### src/rtl/serial_adder_pkg.sv
// Shared definitions for the bit-serial adder: FSM state encoding and counter sizing.
package serial_adder_pkg;

  typedef enum logic [1:0] {
    ST_IDLE = 2'd0,
    ST_RUN  = 2'd1,
    ST_DONE = 2'd2
  } state_t;

  // Bit counter width: clog2(width), never narrower than one bit.
  function automatic int cnt_width(input int width);
    return (width <= 1) ? 1 : $clog2(width);
  endfunction

endpackage

### src/rtl/full_adder_cell.sv
// Full-adder cell composed of two half-adder cells.
module full_adder_cell (
  input  logic A,
  input  logic B,
  input  logic Cin,
  output logic S,
  output logic Cout
);

  logic s1;
  logic c1;
  logic c2;

  half_adder_cell u_ha0 (.A(A),  .B(B),   .S(s1), .C(c1));
  half_adder_cell u_ha1 (.A(s1), .B(Cin), .S(S),  .C(c2));

  assign Cout = c1 | c2;

endmodule

### src/rtl/half_adder_cell.sv
// Half-adder cell: single-bit sum and carry of two inputs.
module half_adder_cell (
  input  logic A,
  input  logic B,
  output logic S,
  output logic C
);

  assign S = A ^ B;
  assign C = A & B;

endmodule

### src/rtl/serial_adder.sv
// Bit-serial unsigned adder: LSB-first over WIDTH cycles, one-cycle done pulse.
//   state | meaning
//   IDLE  | waiting for start; S/C hold last result
//   RUN   | one operand bit pair added per edge
//   DONE  | done pulse; S/C valid
module serial_adder
  import serial_adder_pkg::*;
#(
  parameter int WIDTH = 8
) (
  input  logic             clk,
  input  logic             rst,
  input  logic             start,
  input  logic [WIDTH-1:0] A,
  input  logic [WIDTH-1:0] B,
  input  logic             cin,
  output logic             busy,
  output logic             done,
  output logic [WIDTH-1:0] S,
  output logic             C
);

  localparam int CW = cnt_width(WIDTH);
  localparam logic [CW-1:0] CNT_LAST = CW'(WIDTH - 1);

  state_t           state;
  logic [WIDTH-1:0] a_sh;
  logic [WIDTH-1:0] b_sh;
  logic [WIDTH-1:0] s_sh;
  logic [WIDTH-1:0] s_next;
  logic             carry;
  logic [CW-1:0]    cnt;
  logic             sum_bit;
  logic             carry_next;

  full_adder_cell u_fa (
    .A   (a_sh[0]),
    .B   (b_sh[0]),
    .Cin (carry),
    .S   (sum_bit),
    .Cout(carry_next)
  );

  // New sum bit enters at the MSB so the LSB lands at bit 0 after WIDTH shifts.
  if (WIDTH == 1) begin : g_w1
    assign s_next = sum_bit;
  end else begin : g_wn
    assign s_next = {sum_bit, s_sh[WIDTH-1:1]};
  end

  always_ff @(posedge clk) begin
    if (rst) begin
      state <= ST_IDLE;
      busy  <= 1'b0;
      done  <= 1'b0;
      S     <= '0;
      C     <= 1'b0;
      a_sh  <= '0;
      b_sh  <= '0;
      s_sh  <= '0;
      carry <= 1'b0;
      cnt   <= '0;
    end else begin
      case (state)
        ST_IDLE: begin
          if (start) begin
            a_sh  <= A;
            b_sh  <= B;
            carry <= cin;
            cnt   <= '0;
            busy  <= 1'b1;
            state <= ST_RUN;
          end
        end
        ST_RUN: begin
          carry <= carry_next;
          s_sh  <= s_next;
          a_sh  <= a_sh >> 1;
          b_sh  <= b_sh >> 1;
          cnt   <= cnt + CW'(1);
          if (cnt == CNT_LAST) begin
            S     <= s_next;
            C     <= carry_next;
            done  <= 1'b1;
            state <= ST_DONE;
          end
        end
        ST_DONE: begin
          done  <= 1'b0;
          busy  <= 1'b0;
          state <= ST_IDLE;
        end
        default: begin
          done  <= 1'b0;
          busy  <= 1'b0;
          state <= ST_IDLE;
        end
      endcase
    end
  end

endmodule

### config.mk
export PLATFORM = sky130hd
export DESIGN_NAME = serial_adder
export DESIGN_NICKNAME = d
export VERILOG_FILES = /design/src/rtl/serial_adder_pkg.sv /design/src/rtl/full_adder_cell.sv /design/src/rtl/half_adder_cell.sv /design/src/rtl/serial_adder.sv
export SDC_FILE = /design/constraint.sdc
export NUM_CORES = 1
export LEC_CHECK = 0
export CORE_MARGIN = 2
export CORE_UTILIZATION = 57
export CTS_BUF_LIST = sky130_fd_sc_hd__clkbuf_4
export DETAILED_ROUTE_END_ITERATION = 16
export GPL_ROUTABILITY_DRIVEN = 0
export PLACE_DENSITY_LB_ADDON = 0.1
export SYNTH_ARGS = -nofsm -noshare
export SYNTH_HDL_FRONTEND = slang
export SYNTH_SLANG_ARGS = --single-unit
### constraint.sdc
create_clock -name clk -period 2.6 [get_ports clk]
set_clock_uncertainty 0.05 [all_clocks]
set_input_delay 0.65 -clock clk [delete_from_list [all_inputs] [get_ports clk]]
set_output_delay 0.65 -clock clk [all_outputs]
set_load 0.005 [all_outputs]
==> results of run 1 <==
[sequential cells by signal, summed over array words and instances, names as in the netlist]
register  count
C             1
b_sh          8
busy          1
s_sh          7
state         2
carry         1
S             8
done          1
cnt           3
a_sh          8
[metrics by stage]
step / util / area [µm²] / setup slack [ps] / total power [mW] / hold WS [ps]
detailed placement: 0.686 / 1880 / 492 / 0.808 / 397
global placement: 0.686 / 1880 / 545 / 0.801 / 390
floorplan: - / 1620 / 1190 / 0.766 / 387
global route: 0.715 / 1960 / 643 / 1.25 / 434
CTS: 0.715 / 1960 / 683 / 1.21 / 413
finish: 0.715 / 1960 / 705 / 1.20 / 411
[worst min path at each step]
stage	end	slack, ps	depth (start not counted)
floorplan	s_sh[1]	390	2
global placement	S[2]	390	2
detailed placement	S[2]	400	2
CTS	S[2]	410	2
global route	S[1]	430	2
finish	S[1]	410	2
[cells in the mapped netlist, drive strengths merged]
library cell | n | share of area
a2111oi | 1 | 0.0054
a211oi | 1 | 0.0046
ha | 2 | 0.015
buf | 10 | 0.059
nor3b | 1 | 0.0046
o21bai | 1 | 0.0046
nor2 | 10 | 0.025
o221a | 15 | 0.10
inv | 16 | 0.037
nand2 | 23 | 0.053
dfxtp | 40 | 0.49
nand3b | 1 | 0.0069
nor3 | 2 | 0.0062
a21oi | 32 | 0.099
clkbuf | 3 | 0.0069
mux2i | 1 | 0.0062
a22oi | 4 | 0.019
nor2b | 1 | 0.0085
nand3 | 8 | 0.025
fa | 1 | 0.012
nand2b | 1 | 0.0039
[routing by layer]
layer  up-vias  part of all wire  global-route usage
met2        23              0.52               0.373
met3         9             0.031              0.0408
li1        654                 -                   -
met5         -                 0                   0
met4         0             0.022               0.103
met1       610              0.42               0.268
[cell families after synthesis]
kind of cell	count (synthesis)	synth area share
muxes	1	0.00617
buffers and inverters	29	0.103
DFF	40	0.494
and+or+nand+nor	47	0.133
AOI/OAI and AO/OA	54	0.236
adders and majority gates	3	0.0278
[area by class of cell]
class	count	share of cell area
multi-input cells	105	0.334
inverters	16	0.0307
clock inverters	2	0.0179
flip-flops and latches	40	0.409
well taps	31	0.0198
clock buffers	6	0.0230
repair buffers	33	0.165
[report_power, final]
group	switching, mW	internal, mW	total (mW)
Clock	0.191	0.212	0.403
Combinational	0.0623	0.0703	0.133
Sequential	0.0215	0.642	0.664
[worst reg2reg max path, cell delays in order, from the launching register on]
cell	delay, ps
dfxtp_1	550
nor2b_4	700
a21oi_1	170
o221a_2	150
[layout by cell type, fill, tap and decap left out]
cell             synthesis  routed
a2111oi_0                1       1
a211oi_1                 1       1
a21oi_1                 32      32
a22oi_1                  4       4
buf_4                    3       3
bufinv_16                0       1
clkbuf_4                 0       6
clkdlybuf4s50_1          0      30
clkinv_2                 0       1
dfxtp_1                 40      40
fa_1                     1       1
ha_1                     2       2
inv_1                   16      16
mux2i_1                  1       1
nand2_1                 23      23
nand2b_1                 1       1
nand3_1                  8       8
nand3b_2                 1       1
nor2_1                   9       9
nor2_2                   1       1
nor2b_4                  1       1
nor3_1                   2       2
nor3b_1                  1       1
o21bai_1                 1       1
o221a_2                 15      15
==> flow_summary_export.csv, run 1 <==
group,metric,value,unit
clock_network,cts_resized,0,
drt,drcViolationCount,0,
cells_and_area,nFillCells,228,
worst_setup_path,crit_cells,1,
global_route,grt_max_degree,34,
drt,drt-total-wl,3.21,mm
timing,slew-limit-headroom,0.518,
cells_and_area,syn2layout_area_growth,20.6,%
placed_design,io_buffer_count,30,
clock_network,htree_levels,2,
worst_setup_path,endpoint,"C",
worst_setup_path,start_kind,"flop",
die,fp.dieArea,3290,µm²
worst_setup_path,critPathSlowestCell,"clkdlybuf4s50_1",
worst_setup_path,critPathBufInv,1,
clock_network,cts_tree,"built",
cells_and_area,register_area,801,µm²
global_route,grt_pass1_vias,1239,
worst_setup_path,cp-end-kind,"primary output",
synth,ys_warn_count,0,
worst_setup_path,r2r_slack,890,ps
clock_network,clkLatencyLatePin,340,ps
worst_setup_path,cp_max_fo,2,
cells_and_area,drive_gt1_frac,0.144,
synth,synth.ff_latch_count,40,
power_and_ir_drop,p_per_area,613,nW/µm²
die,die_x,57.3,µm
worst_setup_path,r2r_end,"b_sh[5]",
drt,route.vias.total,1296,
clock_network,cts.sinks,40,
timing,fin_tns_setup,0,ps
global_route,grt_pass1_wl,5.56,mm
clock_network,cts.path.max_buffers,2,
worst_setup_path,worst-setup-path-type,"reg -> out",
synth,ys_seq_area_frac,0.494,
drt,routedWlPerCell,13.8,µm
synth,synth.distinct_cells,25,
worst_setup_path,cp.required,1900,ps
drt,first_pass_iters,4,
timing,finalCritPeriodShare,0.729,
clock_network,postCtsSetupBuffers,0,
timing,final-max-slew-violation-count,0,
drt,via_per_inst,5.56,
global_route,grt_use_total,0.219,
worst_setup_path,cp_data_arrival_time,1190,ps
global_route,overflow,0,
placed_design,dp.cells,225,
power_and_ir_drop,total_leakage_power,0.735,nW
synth,synth_area,1620,µm²
synth,synth_cells,174,
cells_and_area,multiInputGateArea,653,µm²
die,ios,31,
worst_setup_path,worstReg2RegStart,"state[0]",
global_route,antenna_found_initial,0,
timing,min_period,1890,ps
timing,setup_viol,0,
placed_design,dp_hpwl,2.16,mm
timing,rsz0062_at_grt,"false",
run_status,outcome,"completed",
timing,fmax,0.528,GHz
clock_network,hold_buffers,0,
clock_network,cts_root_buf,"clkbuf_4",
drt,drtAntennaViolNets,0,
timing,tightest_slew,722,ps
worst_setup_path,max_stage_delay,500,ps
cells_and_area,num_antenna_cells,0,
worst_setup_path,reg2regPathDepth,3,
die,die-height,57.3,µm
die,rows,19,
timing,finalHoldViolations,0,
worst_setup_path,crit_path_cell_trace,"clkdlybuf4s50_1",
drt,first_iter_violations,60,
flow_run,drv_cap,0,
cells_and_area,layout.nets,224,
die,start_util,0.593,
power_and_ir_drop,vdd.ir_drop.worst,0.000492,V
min_path,hold_start,"S[1]",
synth,synth_area_per_cell,9.32,µm²
clock_network,numCtsBuffers,5,
clock_network,path_clk_slew,110,ps
min_path,hp-class,"reg -> reg",
cells_and_area,final_cell_count_no_fill,233,
worst_setup_path,crit_path_start,"C",
die,core-area,2730,µm²
synth,syn-num-nets,197,
worst_setup_path,critical-path-top-delay-family,"buffers and inverters",
No activity file was read; power rests on OpenSTA's default activity.
==> run 2: changes to the inputs <==
Settings changed: CORE_UTILIZATION 57 to 48.
Clock period 2.6 ns to 1.7 ns, I/O delays scaled along.
==> run 2 against run 1 <==
Effect of this change:
- sequential power grew 52%
- global-route usage shrank 4.3 points
- combinational power grew 57%
- register-to-register slack lost 590 ps
- flip-flop and latch count is the same
- worst hold slack lost 1.5 ps
- routed wire length shrank 1.5%
- non-clock buffer count grew 4
- clock power grew 7.7%
- core utilization shrank 11 points
- setup slack lost 660 ps
- clock-buffer cell count shrank 1
- critical endpoint is now S[5]
- largest cell class unchanged
==> flow_summary_export.csv, run 2 (synthesized netlist as in run 1, its figures left out) <==
group,metric,value,unit
drt,first_iter_violations,78,
timing,fin_tns_setup,0,ps
clock_network,numCtsBuffers,5,
die,die-height,62.1,µm
drt,first_pass_iters,4,
placed_design,dp.cells,244,
global_route,grt_pass1_wl,5.44,mm
power_and_ir_drop,p_sw,0.416,mW
worst_setup_path,critical-path-top-delay-family,"buffers and inverters",
worst_setup_path,cp-end-kind,"primary output",
global_route,antenna_found_initial,0,
timing,final-max-slew-violation-count,0,
power_and_ir_drop,total_leakage_power,0.740,nW
power_and_ir_drop,p_sw_frac,0.251,
worst_setup_path,reg2regPathDepth,5,
clock_network,postCtsSetupBuffers,0,
cells_and_area,nFillCells,297,
worst_setup_path,cp_data_arrival_time,1180,ps
worst_setup_path,start_kind,"flop",
worst_setup_path,crit_cells,1,
drt,route.vias.total,1315,
worst_setup_path,cp.required,1220,ps
worst_setup_path,critPathSlowestCell,"clkdlybuf4s50_1",
die,fp.dieArea,3860,µm²
worst_setup_path,critPathBufInv,1,
clock_network,path_clk_slew,110,ps
timing,tightest_slew,420,ps
cells_and_area,fin_util,0.603,
timing,whs,410,ps
cells_and_area,layout.nets,228,
timing,fmax,0.605,GHz
global_route,grt_pass1_vias,1189,
die,die_x,62.1,µm
global_route,grt_use_total,0.176,
min_path,hp-class,"reg -> reg",
die,start_util,0.494,
placed_design,dp_hpwl,2.24,mm
die,rows,21,
power_and_ir_drop,pwr-share-seq,0.612,
worst_setup_path,crit_path_start,"S[5]",
worst_setup_path,cp_max_fo,2,
drt,via_per_inst,5.24,
cells_and_area,final_cell_mix,"dfxtp_1, a21oi_1, clkdlybuf4s50_1, nand2_1, inv_1",
power_and_ir_drop,p_per_area,836,nW/µm²
worst_setup_path,worst-setup-path-type,"reg -> out",
clock_network,cts.sinks,40,
clock_network,clkLatencyLatePin,340,ps
clock_network,cts_root_buf,"clkbuf_4",
power_and_ir_drop,power_frac_comb,0.126,
worst_setup_path,worstReg2RegStart,"cnt[0]",
timing,setup_viol,0,
die,core-area,3280,µm²
clock_network,htree_levels,2,
power_and_ir_drop,intPower,1.24,mW
min_path,hold_start,"S[6]",
power_and_ir_drop,clock_power_share,0.262,
timing,finalCritPeriodShare,0.972,
power_and_ir_drop,vdd.ir_drop.worst,0.000511,V
cells_and_area,final_cell_count_no_fill,251,
cells_and_area,num_antenna_cells,0,
clock_network,cts_tree,"built",
worst_setup_path,max_stage_delay,500,ps
cells_and_area,syn2layout_area_growth,22.2,%
worst_setup_path,r2r_slack,300,ps
placed_design,io_buffer_count,30,
clock_network,hold_buffers,0,
worst_setup_path,r2r_end,"C",
cells_and_area,mostFrequentLayoutCell,"dfxtp_1",
worst_setup_path,crit_path_cell_trace,"clkdlybuf4s50_1",
timing,rsz0062_at_grt,"false",
power_and_ir_drop,total_power,1.66,mW
timing,slew-limit-headroom,0.719,
die,ios,31,
global_route,grt_max_degree,24,
drt,routedWlPerCell,12.6,µm
flow_run,drv_cap,0,
timing,finalHoldViolations,0,
clock_network,cts.path.max_buffers,2,
global_route,overflow,0,
cells_and_area,drive_gt1_frac,0.176,
timing,min_period,1650,ps
run_status,outcome,"completed",
drt,drcViolationCount,0,
cells_and_area,largestRegisters,"S: 8 flops, a_sh: 8 flops, b_sh: 8 flops",
worst_setup_path,endpoint,"S[5]",
drt,drtAntennaViolNets,0,
drt,drt-total-wl,3.17,mm
run 2: cell count changes in the layout (fill, tap and decap cells not counted):
| cell | previous run | this run |
|---|---|---|
| nor2_2 | 1 | 0 |
| dfxtp_1 | 40 | 34 |
| dfxtp_2 | 0 | 6 |
| buf_4 | 3 | 7 |
| bufinv_16 | 1 | 0 |
| clkinv_1 | 0 | 2 |
| nor2_4 | 0 | 1 |
| clkbuf_4 | 6 | 5 |
| clkinv_2 | 1 | 0 |
run 2: stage by stage:
step | cell area [µm²] | worst slack [ps]
after floorplan | 1620 | 316
after global placement | 1920 | -244
after detailed placement | 1920 | -316
after CTS | 1970 | 26.8
after global routing | 1980 | 2.03
final | 1980 | 47.3
run 2: per-layer routing:
layer,GRT usage,up-vias,wire [µm]
met5,0,-,0
met4,0.0500,0,42
met3,0.0598,5,143
met2,0.302,28,1510
met1,0.210,608,1470
li1,-,674,-
run 2: cell type report:
type | count | area (µm²) | share of cell area
sequential | 40 | 808 | 0.408
multi-input combinational | 105 | 658 | 0.332
tap | 46 | 57.6 | 0.0290
timing repair buffer | 37 | 353 | 0.178
clock buffer | 5 | 37.5 | 0.0189
inverter | 16 | 60.1 | 0.0303
clock inverter | 2 | 7.51 | 0.00379
run 2: worst min path at each step:
| stage | endpoint | slack, ps | cells past startpoint |
|---|---|---|---|
| floorplan | s_sh[1] | 390 | 2 |
| global placement | S[2] | 390 | 2 |
| detailed placement | S[3] | 400 | 2 |
| CTS | S[3] | 420 | 2 |
| global route | S[3] | 440 | 2 |
| finish | S[6] | 410 | 2 |
run 2: worst reg2reg max path, stage by stage (launching register included):
cell,delay (ps)
dfxtp_1,350
ha_1,200
ha_1,210
nand3b_2,220
mux2i_1,210
nor2_1,50
run 2: power by group through the flow:
stage / clock network [mW] / logic [mW] / registers (mW)
final: 0.434 / 0.209 / 1.01
after global routing: 0.486 / 0.232 / 1.02
after CTS: 0.448 / 0.210 / 1.01
after detailed placement: 0 / 0.210 / 1.03
after global placement: 0 / 0.202 / 1.03
after floorplan: 0 / 0.148 / 1.02
run 2: repair_timing:
action,in CTS,in global routing
endpoints found under the setup margin,0,21
endpoints found under the hold margin,0,0
resized for setup,0,7
